===== src/rtl/fsm_dbg_pkg.sv =====
// Shared opcodes, control-state encodings and default widths for the debug run-control block.
package fsm_dbg_pkg;

  localparam int unsigned STATE_W_DEF = 4;
  localparam int unsigned CNT_W_DEF   = 16;
  localparam int unsigned OP_W        = 3;
  localparam int unsigned CTRL_W      = 2;

  localparam logic [OP_W-1:0] OP_NOP     = 3'd0;
  localparam logic [OP_W-1:0] OP_HALT    = 3'd1;
  localparam logic [OP_W-1:0] OP_RUN     = 3'd2;
  localparam logic [OP_W-1:0] OP_STEP    = 3'd3;
  localparam logic [OP_W-1:0] OP_SET_BP  = 3'd4;
  localparam logic [OP_W-1:0] OP_CLR_BP  = 3'd5;
  localparam logic [OP_W-1:0] OP_CLR_CNT = 3'd6;
  localparam logic [OP_W-1:0] OP_RSVD    = 3'd7;

  localparam logic [CTRL_W-1:0] ST_HALT  = 2'd0;
  localparam logic [CTRL_W-1:0] ST_RUN   = 2'd1;
  localparam logic [CTRL_W-1:0] ST_STEP  = 2'd2;
  localparam logic [CTRL_W-1:0] ST_BREAK = 2'd3;

endpackage


===== src/rtl/dbg_sat_counter.sv =====
// Saturating up-counter with synchronous clear; clear has priority over increment.
module dbg_sat_counter #(
  parameter int unsigned W = 16
) (
  input  logic         clk,
  input  logic         reset,
  input  logic         clr_i,
  input  logic         inc_i,
  output logic [W-1:0] count_o
);

  logic [W-1:0] count_q;
  logic [W-1:0] count_d;

  always_comb begin
    count_d = count_q;
    if (clr_i) begin
      count_d = '0;
    end else if (inc_i && (count_q != {W{1'b1}})) begin
      count_d = count_q + W'(1);
    end
  end

  always_ff @(posedge clk or negedge reset) begin
    if (!reset) begin
      count_q <= '0;
    end else begin
      count_q <= count_d;
    end
  end

  assign count_o = count_q;

endmodule


===== src/rtl/fsm_debug_ctrl.sv =====
// Debug run-control sequencer: gates the FSM core's clock enable for HALT/RUN/STEP
// and parks the core on a breakpoint state.
module fsm_debug_ctrl
  import fsm_dbg_pkg::*;
#(
  parameter int unsigned STATE_W = STATE_W_DEF,
  parameter int unsigned CNT_W   = CNT_W_DEF
) (
  input  logic               clk,
  input  logic               reset,
  input  logic               cmd_valid,
  output logic               cmd_ready,
  input  logic [OP_W-1:0]    cmd_op,
  input  logic [CNT_W-1:0]   cmd_arg,
  input  logic [STATE_W-1:0] core_state,
  output logic               core_clk_enable,
  output logic               halted,
  output logic               bp_hit,
  output logic [CNT_W-1:0]   step_remaining,
  output logic [CNT_W-1:0]   cycle_count
);

  logic [CTRL_W-1:0]  st_q, st_d;
  logic               bp_en_q, bp_en_d;
  logic [STATE_W-1:0] bp_state_q, bp_state_d;
  logic               bp_skip_q, bp_skip_d;
  logic               bp_hit_q, bp_hit_d;
  logic [CNT_W-1:0]   step_rem_q, step_rem_d;

  logic cmd_acc;
  logic bp_match;
  logic clk_en;
  logic cnt_clr;

  // Enable depends only on registers and core_state, never on the command inputs.
  assign cmd_acc  = cmd_valid & cmd_ready;
  assign bp_match = bp_en_q & (core_state == bp_state_q) & ~bp_skip_q;
  assign clk_en   = ((st_q == ST_RUN) & ~bp_match) | (st_q == ST_STEP);
  assign cnt_clr  = cmd_acc & (cmd_op == OP_CLR_CNT);

  assign cmd_ready       = (st_q != ST_STEP);
  assign core_clk_enable = clk_en;
  assign halted          = (st_q == ST_HALT) | (st_q == ST_BREAK);
  assign bp_hit          = bp_hit_q;
  assign step_remaining  = step_rem_q;

  always_comb begin
    st_d       = st_q;
    bp_en_d    = bp_en_q;
    bp_state_d = bp_state_q;
    bp_skip_d  = bp_skip_q;
    bp_hit_d   = bp_hit_q;
    step_rem_d = step_rem_q;

    // Skip lets a RUN/STEP carry the core off a breakpoint it is parked on.
    if (clk_en) begin
      bp_skip_d = 1'b0;
    end
    if (cmd_acc && ((cmd_op == OP_RUN) || (cmd_op == OP_STEP))) begin
      bp_skip_d = 1'b1;
    end

    if (cmd_acc && (cmd_op == OP_SET_BP)) begin
      bp_state_d = cmd_arg[STATE_W-1:0];
      bp_en_d    = 1'b1;
    end else if (cmd_acc && (cmd_op == OP_CLR_BP)) begin
      bp_en_d = 1'b0;
    end

    case (st_q)
      ST_HALT, ST_BREAK: begin
        if (cmd_acc) begin
          if (cmd_op == OP_RUN) begin
            st_d     = ST_RUN;
            bp_hit_d = 1'b0;
          end else if (cmd_op == OP_STEP) begin
            st_d       = ST_STEP;
            bp_hit_d   = 1'b0;
            step_rem_d = (cmd_arg == '0) ? CNT_W'(1) : cmd_arg;
          end else if (cmd_op == OP_HALT) begin
            st_d     = ST_HALT;
            bp_hit_d = 1'b0;
          end
        end
      end
      ST_RUN: begin
        // A breakpoint outranks a simultaneous HALT so the host still sees bp_hit.
        if (bp_match) begin
          st_d     = ST_BREAK;
          bp_hit_d = 1'b1;
        end else if (cmd_acc && (cmd_op == OP_HALT)) begin
          st_d = ST_HALT;
        end
      end
      ST_STEP: begin
        if (step_rem_q <= CNT_W'(1)) begin
          st_d       = ST_HALT;
          step_rem_d = '0;
        end else begin
          step_rem_d = step_rem_q - CNT_W'(1);
        end
      end
      default: begin
        st_d = ST_HALT;
      end
    endcase
  end

  always_ff @(posedge clk or negedge reset) begin
    if (!reset) begin
      st_q       <= ST_HALT;
      bp_en_q    <= 1'b0;
      bp_state_q <= '0;
      bp_skip_q  <= 1'b0;
      bp_hit_q   <= 1'b0;
      step_rem_q <= '0;
    end else begin
      st_q       <= st_d;
      bp_en_q    <= bp_en_d;
      bp_state_q <= bp_state_d;
      bp_skip_q  <= bp_skip_d;
      bp_hit_q   <= bp_hit_d;
      step_rem_q <= step_rem_d;
    end
  end

  dbg_sat_counter #(
    .W(CNT_W)
  ) u_cycle_cnt (
    .clk    (clk),
    .reset  (reset),
    .clr_i  (cnt_clr),
    .inc_i  (clk_en),
    .count_o(cycle_count)
  );

endmodule


===== config.mk =====
export PLATFORM = sky130hd
export DESIGN_NAME = fsm_debug_ctrl
export DESIGN_NICKNAME = d
export VERILOG_FILES = /design/src/rtl/fsm_dbg_pkg.sv /design/src/rtl/dbg_sat_counter.sv /design/src/rtl/fsm_debug_ctrl.sv
export SDC_FILE = /design/constraint.sdc
export NUM_CORES = 1
export LEC_CHECK = 0
export ABC_CLOCK_PERIOD_IN_PS = 6260
export BUFFER_PORTS_ARGS = -buffer_cell sky130_fd_sc_hd__buf_2
export CAP_MARGIN = 10
export CORE_UTILIZATION = 25
export CTS_BUF_LIST = sky130_fd_sc_hd__clkbuf_2 sky130_fd_sc_hd__clkbuf_4 sky130_fd_sc_hd__clkbuf_8
export CTS_CLUSTER_DIAMETER = 80
export DETAILED_ROUTE_END_ITERATION = 16
export PLACE_DENSITY = 0.44
export SETUP_SLACK_MARGIN = 0.02
export SLEW_MARGIN = 20
export SYNTH_ARGS = -nofsm -noshare
export SYNTH_HDL_FRONTEND = slang
export SYNTH_SLANG_ARGS = --single-unit

===== constraint.sdc =====
create_clock -name clk -period 6.26 [get_ports clk]
set_input_delay 1.252 -clock clk [delete_from_list [all_inputs] [get_ports clk]]
set_output_delay 1.252 -clock clk [all_outputs]
set_load 0.1 [all_outputs]

Word-level counts from Yosys, hierarchy flattened
Cells that the tools add are included.
{"block": "op_classes", "n_addsub": 2, "n_mul": 0, "n_div": 0, "magnitude_cmp": 1, "eq_ne": 19, "n_shift": 0, "n_mux": 26, "bitwise": 9, "reduce_logical": 17}
{"cell": "$mux W16", "n": 7}
{"cell": "$pmux W16 S2", "n": 1}
{"cell": "$add A16 B1 Y16 const B", "n": 1}
{"cell": "$le A16 B1 Y1 const B", "n": 1}
{"cell": "$logic_not A16 Y1", "n": 1}
{"cell": "$ne A16 B16 Y1 const B", "n": 1}
{"cell": "$sub A16 B1 Y16 const B", "n": 1}
{"cell": "$mux W2", "n": 7}
{"cell": "$reduce_and A4 Y1", "n": 3}
{"cell": "$ne A2 B2 Y1 const B", "n": 5}
{"cell": "$reduce_bool A2 Y1", "n": 5}
{"cell": "$eq A3 B3 Y1 const B", "n": 3}
{"cell": "$mux W1", "n": 9}
{"cell": "$eq A3 B2 Y1 const B", "n": 2}
{"cell": "$pmux W2 S3", "n": 1}
{"cell": "$and A1 B1 Y1", "n": 5}
{"cell": "$logic_and A1 B1 Y1", "n": 5}
{"cell": "$eq A2 B2 Y1 const B", "n": 2}
{"cell": "$eq A4 B4 Y1", "n": 1}
{"cell": "$ne A4 B4 Y1 const B", "n": 1}
{"cell": "$eq A3 B1 Y1 const B", "n": 1}
{"cell": "$ne A3 B2 Y1 const B", "n": 1}
{"cell": "$eq A2 B1 Y1 const B", "n": 1}
{"cell": "$logic_not A2 Y1", "n": 1}
{"cell": "6 further kinds", "n": 8}
{"block": "word_totals", "register_bits": 41, "latch_bits": 0, "ramBits": 0, "mem_bits_ro": 0, "input_bits": 26, "out_inout_bits": 36, "elab_cells": 81, "n_memories": 0}

Logic depth before layout (Yosys ltp)
Gate-level depths: netlist of run 1.
{"block": "logic_depth", "depth_word": 9, "mapped_depth": 9, "mapped_depth_nobuf": 7}

Hierarchy
A second synthesis of run 1 with hierarchy kept.
{"block": "hier_totals", "hier_cells": 276, "hier_area_um2": 2572.5}
{"mod": "fsm_debug_ctrl", "n_inst": 1, "cells_each": 178, "area_per_inst_um2": 1630.3}
{"mod": "dbg_sat_counter", "n_inst": 1, "cells_each": 98, "area_per_inst_um2": 942.2}

Worst setup path before layout of run 1
OpenSTA, ideal clock, no wires.
{"block": "synth_path", "path_kind": "flip-flop to output port", "from": "register st_q[0]", "to": "output core_clk_enable", "arrival_ns": 2.792, "required_time_ns": 5.008, "path_slack_ns": 2.216, "path_stages_with_launch": 6, "n_path_buf": 1, "cell_sequence": "dfrtp_1 inv_1 ha_1 inv_1 clkbuf_1 nand2_1"}
{"block": "synth_between", "elab_chain_cells": 3, "elab_cells_between_ends": 4}
{"element": "from (decl)", "line": "fsm_debug_ctrl.sv:23", "rtl": "logic [CTRL_W-1:0] st_q, st_d;"}
{"element": "from (signal assigned)", "line": "fsm_debug_ctrl.sv:118", "rtl": "st_q <= st_d;"}
{"element": "$eq A2 B1 Y1", "line": "fsm_debug_ctrl.sv:38", "rtl": "assign clk_en = ((st_q == ST_RUN) & ~bp_match) | (st_q == ST_STEP);"}
{"element": "$and A1 B1 Y1", "line": "fsm_debug_ctrl.sv:38"}
{"element": "$or A1 B1 Y1 *", "line": "fsm_debug_ctrl.sv:38"}
{"element": "to (decl)", "line": "fsm_debug_ctrl.sv:16", "rtl": "output logic core_clk_enable,"}
Every way passes the cells marked *; elsewhere a longest branch is shown, timed or not.

Worst setup path after layout of run 1
{"block": "layout_path", "from": "input core_state[0]", "to": "output core_clk_enable"}
{"block": "layout_between", "elab_chain_cells": 6}
{"element": "from (decl)", "line": "fsm_debug_ctrl.sv:15", "rtl": "input logic [STATE_W-1:0] core_state,"}
{"element": "$eq A4 B4 Y1", "line": "fsm_debug_ctrl.sv:37", "rtl": "assign bp_match = bp_en_q & (core_state == bp_state_q) & ~bp_skip_q;"}
{"element": "$and A1 B1 Y1 (2 in a row)", "line": "fsm_debug_ctrl.sv:37"}
{"element": "$not A1 Y1", "line": "fsm_debug_ctrl.sv:38"}
{"element": "$and A1 B1 Y1", "line": "fsm_debug_ctrl.sv:38"}
{"element": "$or A1 B1 Y1", "line": "fsm_debug_ctrl.sv:38"}
No other way between the ends.

==> results.toml, run 1 <==
[final_layout]
drive_gt1_share_pct = 24.2
diodes = 0
final_cells = 496
fin_nets = 391
utilization_pct = 31.3
areaGrowthSynthToFinish_pct = 21.7

[clock_tree]
cts_tree = "built"
htree_num_levels = 2
cts_setup_buffers = 0
hold_buffers = 0
cts.repair.resized = 0
cts_made_buffers = 5
cts-root-buf = "clkbuf_8"
clkSinkCount = 41
clk_pin_slew_ps = 80
clkLatencyLatePin_ps = 290
ctsLongestPathBuffers = 2

[pwr]
powerDensity_mw_per_mm2 = 523
vdd_drop_max_mv = 0.254
power.total_mw = 1.68
leakage_nw = 1.36

[yosys]
synth_edf_count = 0
yosysUniqueCellTypes = 58
synth_xor_area_share_pct = 0.332
syn_nets = 329
synth_top_area_cell = "dfrtp_1"
synth_top_area_share_pct = 38.9
ys_seq_elements = 41
ys.flop_type = "dfrtp_1"
syn_area_sq_mm = 0.00264
synth_mux_area_share_pct = 4.84
synth_fa_ha_area_share_pct = 2.37
ys_seq_area_share_pct = 38.9
synthSimpleGateAreaFrac_pct = 28.9
synth_compound_area_share_pct = 21.3
synth_area_per_cell_sq_um = 8.85
synth_most_common_cell = "dfrtp_1"
yosys-top-cells-count = "dfrtp_1 (41), nand2_1 (32), a21oi_1 (18)"
synthArstFlopShare_pct = 100
synth_area_leaders = "dfrtp_1 (39%), nand2_1 (4.6%), a21oi_1 (3.4%)"
yosysWarnings = 0
synth_top_family_by_area = "simple AND/OR/NAND/NOR gates"
synthCells = 298

[hold_path]
min_path_cells = 1
worstHoldStart = "bp_skip_q$_DFFE_PN0P_"
min_to = "bp_skip_q$_DFFE_PN0P_"
hp-class = "reg2reg"

[job]
cap_violations = 0

[worst_setup_path]
r2r-end = "step_remaining[12]$_DFFE_PN0P_"
cp_max_fo = 5
end_kind = "output port"
worstSetupPathType = "in2out"
rr_worst_depth = 6
rrSetupSlack_ps = 3080
r2r_start = "st_q[0]$_DFFE_PN0P_"
critPathRequiredTime_ps = 5010
crit_arrival_ps = 2820
cp-start-kind = "input pin"

[grt]
grt_pass1_vias = 2546
grt_max_degree = 42
antenna_found_initial = 0
grtUsageTotal_pct = 15.5
grt_pass1_wl_um = 13500
overflow = 0

[die]
ioPinCount = 62
dieArea_sq_mm = 0.0110
initial_utilization_pct = 25.7
std_cell_rows = 37
core_area_sq_mm = 0.0103
die_h_um = 105
die_w_um = 105

[sta]
fin_setup_tns_ps = 0
maxSlewHeadroom_pct = 39.0
clock_skew_ps = 7.27
tightestPinTransition_ps = 915
setup_viol_count_final = 0
fmax_mhz = 246
period_minus_slack_ps = 4070
rsz0062_at_grt = "no"
final_hold_viol_count = 0
drv_slew = 0
min_period_over_period_pct = 65.0

[placed_design]
place_inst = 489
dp_hpwl_um = 6010
port_buffers = 61
place_congestion = 0.787

[routing]
ant_nets = 0
drc = 0
drt-total-wl_um = 8210
via_per_inst = 5.26
vias = 2608
dr.first_iter.drc_count = 101
wl_per_cell_um = 16.6
first_pass_iters = 6

[outcome]
status = "finished clean"
cell families after synthesis:
group,Yosys count
adders and majority gates,5
DFF,41
xor gates and xnor gates,1
AOI/OAI and AO/OA,79
and+or+nand+nor,137
buffers and inverters,23
muxes,12
metal layers:
layer,global-route usage [%],wire [um],vias up
met1,21.4,3970,1284
met4,4.83,80,0
met2,24.8,3860,54
li1,-,-,1264
met5,0,0,-
met3,2.31,296,6
flip-flops by register name, indices dropped and copies added (netlist names):
register             flops
bp_hit                   1
bp_en_q                  1
st_q                     2
bp_skip_q                1
u_cycle_cnt.count_o     16
step_remaining          16
bp_state_q               4
per-stage QoR:
| step | cell area [sq um] | hold WS (ps) | setup WS [ps] |
|---|---|---|---|
| global route | 3210 | 545 | 2130 |
| detailed placement | 3110 | 491 | 2190 |
| finish | 3210 | 512 | 2190 |
| floorplan | 2640 | 475 | 2220 |
| CTS | 3200 | 510 | 2180 |
| global placement | 3110 | 499 | 2350 |
power breakdown:
group          leakage [nW]  switching, mW  internal [mW]  total, mW
registers             0.521          0.118          0.352      0.470
clock network        0.0477         0.0940         0.0921      0.186
logic                 0.789          0.819          0.205       1.02
total                  1.36           1.03          0.650       1.68
critical path, stage by stage:
cell     delay (ps)
buf_2           110
nor2b_1         140
nor4_1          590
a21o_1          320
nand2_1          80
buf_2           320
area by class of cell:
| type | count | area (sq um) |
|---|---|---|
| fillers | 1128 | 7070 |
| multi-input cells | 234 | 1540 |
| flip-flops and latches | 41 | 1030 |
| repair buffers | 66 | 345 |
| well taps | 136 | 170 |
| clock buffers | 7 | 90.1 |
| inverters | 12 | 45.0 |
cell usage in the layout (no fill, tap or decap), types with 3 or more instances in the layout:
cell type | netlist | routed
a21oi_1 | 18 | 18
a221o_1 | 4 | 4
a22oi_1 | 3 | 3
and3_1 | 5 | 5
and4_1 | 3 | 3
buf_2 | 2 | 60
buf_4 | 0 | 6
clkbuf_8 | 0 | 6
dfrtp_1 | 41 | 41
ha_1 | 5 | 5
inv_1 | 12 | 12
mux2_2 | 4 | 4
mux2i_1 | 6 | 6
nand2_1 | 32 | 32
nand2b_1 | 10 | 10
nand3_1 | 9 | 9
nand3b_1 | 3 | 3
nand4_1 | 4 | 4
nor2_1 | 14 | 14
nor2b_1 | 9 | 9
nor3_1 | 13 | 12
nor4_1 | 13 | 12
o21ai_0 | 11 | 11
o221ai_1 | 4 | 4
o31ai_1 | 8 | 8
or3_1 | 3 | 3
or4_1 | 9 | 9
worst max-delay path by stage:
stage | from | endpoint | slack (ps) | depth (start not counted)
2_1_floorplan | st_q[0]$_DFFE_PN0P_ | core_clk_enable | 2220 | 5
3_3_place_gp | core_state[1] | core_clk_enable | 2350 | 6
3_5_place_dp | core_state[0] | core_clk_enable | 2190 | 6
4_1_cts | core_state[0] | core_clk_enable | 2180 | 6
5_1_grt | core_state[1] | core_clk_enable | 2130 | 6
6_report | core_state[0] | core_clk_enable | 2190 | 6
Power figures use the tool's default switching activity.
==> inputs of run 2 (changes only) <==
--- a/config.mk
+++ b/config.mk
@@ -5,7 +5,8 @@
 export SDC_FILE = /design/constraint.sdc
 export NUM_CORES = 1
 export LEC_CHECK = 0
-export ABC_CLOCK_PERIOD_IN_PS = 6260
+export ABC_AREA = 1
+export ABC_CLOCK_PERIOD_IN_PS = 4200
 export BUFFER_PORTS_ARGS = -buffer_cell sky130_fd_sc_hd__buf_2
 export CAP_MARGIN = 10
 export CORE_UTILIZATION = 25
==> constraint.sdc (replaced) <==
create_clock -name clk -period 4.2 [get_ports clk]
set_input_delay 0.84 -clock clk [delete_from_list [all_inputs] [get_ports clk]]
set_output_delay 0.84 -clock clk [all_outputs]
set_load 0.1 [all_outputs]
==> run 2 against run 1 <==
Effect of this change: via count rose by 13%; global-route usage fell by 0.92 points; sequential power rose by 39%; critical endpoint unchanged; core utilization barely moved; sequential cell count did not move; largest cell class unchanged.
==> results.toml, run 2 <==
[outcome]
status = "finished clean"

[die]
ioPinCount = 62
die_h_um = 110
initial_utilization_pct = 26.2
die_w_um = 110
core_area_sq_mm = 0.0111
dieArea_sq_mm = 0.0120
std_cell_rows = 38

[worst_setup_path]
critical-path-max-stage-delay_ps = 510
cp_slowest_cell = "buf_2"
cp-start-kind = "input pin"
crit_arrival_ps = 2170
end_kind = "output port"
worstSetupPathType = "in2out"
cp_max_fo = 19
path_cells = "buf_2 > inv_1 > nand2_1 > nand2_1 > nor2_1 > nand3_1 > nand2_1 > nand2_2 > buf_2"
crit_path_frequent_cell = "nand2_1"
critPathRequiredTime_ps = 3360

[routing]
drt-total-wl_um = 8190
dr.first_iter.drc_count = 140
via_per_inst = 4.65
vias = 2953
wl_per_cell_um = 12.9
first_pass_iters = 4
drc = 0
ant_nets = 0

[grt]
grt_pass1_wl_um = 13700
grtUsageTotal_pct = 14.6
grt_max_degree = 42
overflow = 0
grt_pass1_vias = 2801
antenna_found_initial = 0

[pwr]
powerDensity_mw_per_mm2 = 667
switching_power_mw = 1.37
seqPwrFrac_pct = 28.4
clock_power_share_pct = 14.6
vdd_drop_max_mv = 0.607
leakage_nw = 1.77
p_comb_share_pct = 57.0
power.internal_uw = 940
switching_share_pct = 59.3

[final_layout]
final_cells = 635
fillerInstances = 1215
multi_input_area_sq_mm = 0.00160
register_area_sq_mm = 0.00103
drive_gt1_share_pct = 16.8
utilization_pct = 31.2
diodes = 0
fin_nets = 525
areaGrowthSynthToFinish_pct = 19.3
final_common_cell = "nand2_1"
layout_common_cells = "nand2_1 (119), nor2_1 (63), buf_2 (60)"

[placed_design]
port_buffers = 61
place_inst = 627
place_congestion = 0.805
place_ws_ps = 1180
dp_hpwl_um = 5970

[yosys]
ys_seq_area_share_pct = 35.4
ys.flop_type = "dfrtp_1"
synth_area_leaders = "dfrtp_1 (35%), nand2_1 (15%), nor2_1 (8.2%)"
yosysWarnings = 0
ys_seq_elements = 41
synth_edf_count = 0
synth_area_per_cell_sq_um = 6.70
synthArstFlopShare_pct = 100
syn_nets = 464
synth_most_common_cell = "nand2_1"
synth_top_area_share_pct = 35.4
yosysUniqueCellTypes = 29
synthCells = 433
yosys-top-cells-count = "nand2_1 (119), nor2_1 (63), inv_1 (55)"
synth_top_area_cell = "dfrtp_1"
syn_area_sq_mm = 0.00290

[clock_tree]
cts-root-buf = "clkbuf_8"
cts_made_buffers = 5
clkLatencyLatePin_ps = 300
cts_setup_buffers = 0
cts.repair.resized = 0
hold_buffers = 0
ctsLongestPathBuffers = 2
clk_pin_slew_ps = 90
cts_tree = "built"
htree_num_levels = 2
clkSinkCount = 41

[hold_path]
hp-class = "reg2reg"

[sta]
period_minus_slack_ps = 3010
tightestPinTransition_ps = 579
clock_skew_ps = 15.0
min_period_over_period_pct = 71.7
worst_slack_ps = 1190
setup_viol_count_final = 0
fin_setup_tns_ps = 0
drv_slew = 0
fmax_mhz = 332
final_hold_viol_count = 0
maxSlewHeadroom_pct = 61.4
rsz0062_at_grt = "no"

[job]
cap_violations = 0
==> run 2: changes by cell type in the layout (fill, tap and decap cells not counted), moves of 8 or more <==
| cell | previous run | this run |
|---|---|---|
| inv_1 | 12 | 55 |
| nand2_1 | 32 | 119 |
| nand2b_1 | 10 | 0 |
| nand3_1 | 9 | 47 |
| nand4_1 | 4 | 22 |
| nor2_1 | 14 | 63 |
| nor2b_1 | 9 | 0 |
| nor4_1 | 12 | 0 |
| o31ai_1 | 8 | 0 |
| or4_1 | 9 | 0 |
| xor2_1 | 1 | 12 |
==> run 2: cells by family after synthesis <==
| family | count (synthesis) | synth area share, % |
|---|---|---|
| AO/OA/AOI/OAI | 37 | 7.29 |
| XOR/XNOR | 15 | 4.53 |
| adder cells (fa/ha/maj) | 5 | 2.16 |
| buffers and inverters | 66 | 9.36 |
| flip-flops | 41 | 35.4 |
| AND/OR/NAND/NOR | 269 | 41.3 |
==> run 2: power by group through the flow <==
| stage | Clock [mW] | Sequential, mW | Combinational, mW |
|---|---|---|---|
| 3_3_place_gp | 0 | 0.662 | 1.32 |
| 4_1_cts | 0.350 | 0.655 | 1.33 |
| 3_5_place_dp | 0 | 0.660 | 1.32 |
| 5_1_grt | 0.361 | 0.679 | 1.41 |
| 6_report | 0.338 | 0.654 | 1.32 |
| 2_1_floorplan | 0 | 1.27 | 0.465 |
==> run 2: cell type report <==
class / count / area share, %
multi-input cells: 326 / 46.3
well taps: 140 / 5.06
repair buffers: 64 / 9.55
clock inverters: 2 / 1.12
inverters: 56 / 6.08
clock buffers: 6 / 2.21
flip-flops and latches: 41 / 29.7
==> run 2: critical path: cells and delay by family <==
| kind | cells | cell delay (ps) |
|---|---|---|
| AND/OR/NAND/NOR | 6 | 650 |
| buffers and inverters | 3 | 670 |
==> run 2: per-layer routing <==
| metal | global-route usage, % | routed length, um | vias to the layer above | share of wire [%] |
|---|---|---|---|---|
| met5 | 0 | 0 | - | 0 |
| met3 | 2.13 | 348 | 4 | 4.2 |
| met4 | 3.24 | 48 | 0 | 0.59 |
| met1 | 19.4 | 3960 | 1356 | 48 |
| li1 | - | - | 1517 | - |
| met2 | 24.8 | 3830 | 76 | 47 |
==> run 2: metrics by stage <==
step	hold slack, ps	power [mW]	area, sq um
finish	507	2.31	3460
global route	550	2.45	3460
CTS	513	2.33	3460
detailed placement	489	1.98	3340
global placement	473	1.98	3340
floorplan	453	1.73	2900
==> run 2: path summary, 6_finish.rpt <==
kind | startpoint | endpoint | slack, ps | cells after the start
worst max-delay path | core_state[3] | core_clk_enable | 1190 | 9
worst min-delay path | bp_state_q[1]$_DFFE_PN0P_ | bp_state_q[1]$_DFFE_PN0P_ | 510 | 2
worst max register to register | st_q[0]$_DFFE_PN0P_ | step_remaining[8]$_DFFE_PN0P_ | 1990 | 10
worst min register to register | bp_state_q[1]$_DFFE_PN0P_ | bp_state_q[1]$_DFFE_PN0P_ | 510 | 2
max in group asynchronous | reset | step_remaining[13]$_DFFE_PN0P_ | 3260 | 1
min in group asynchronous | reset | bp_state_q[2]$_DFFE_PN0P_ | 530 | 1
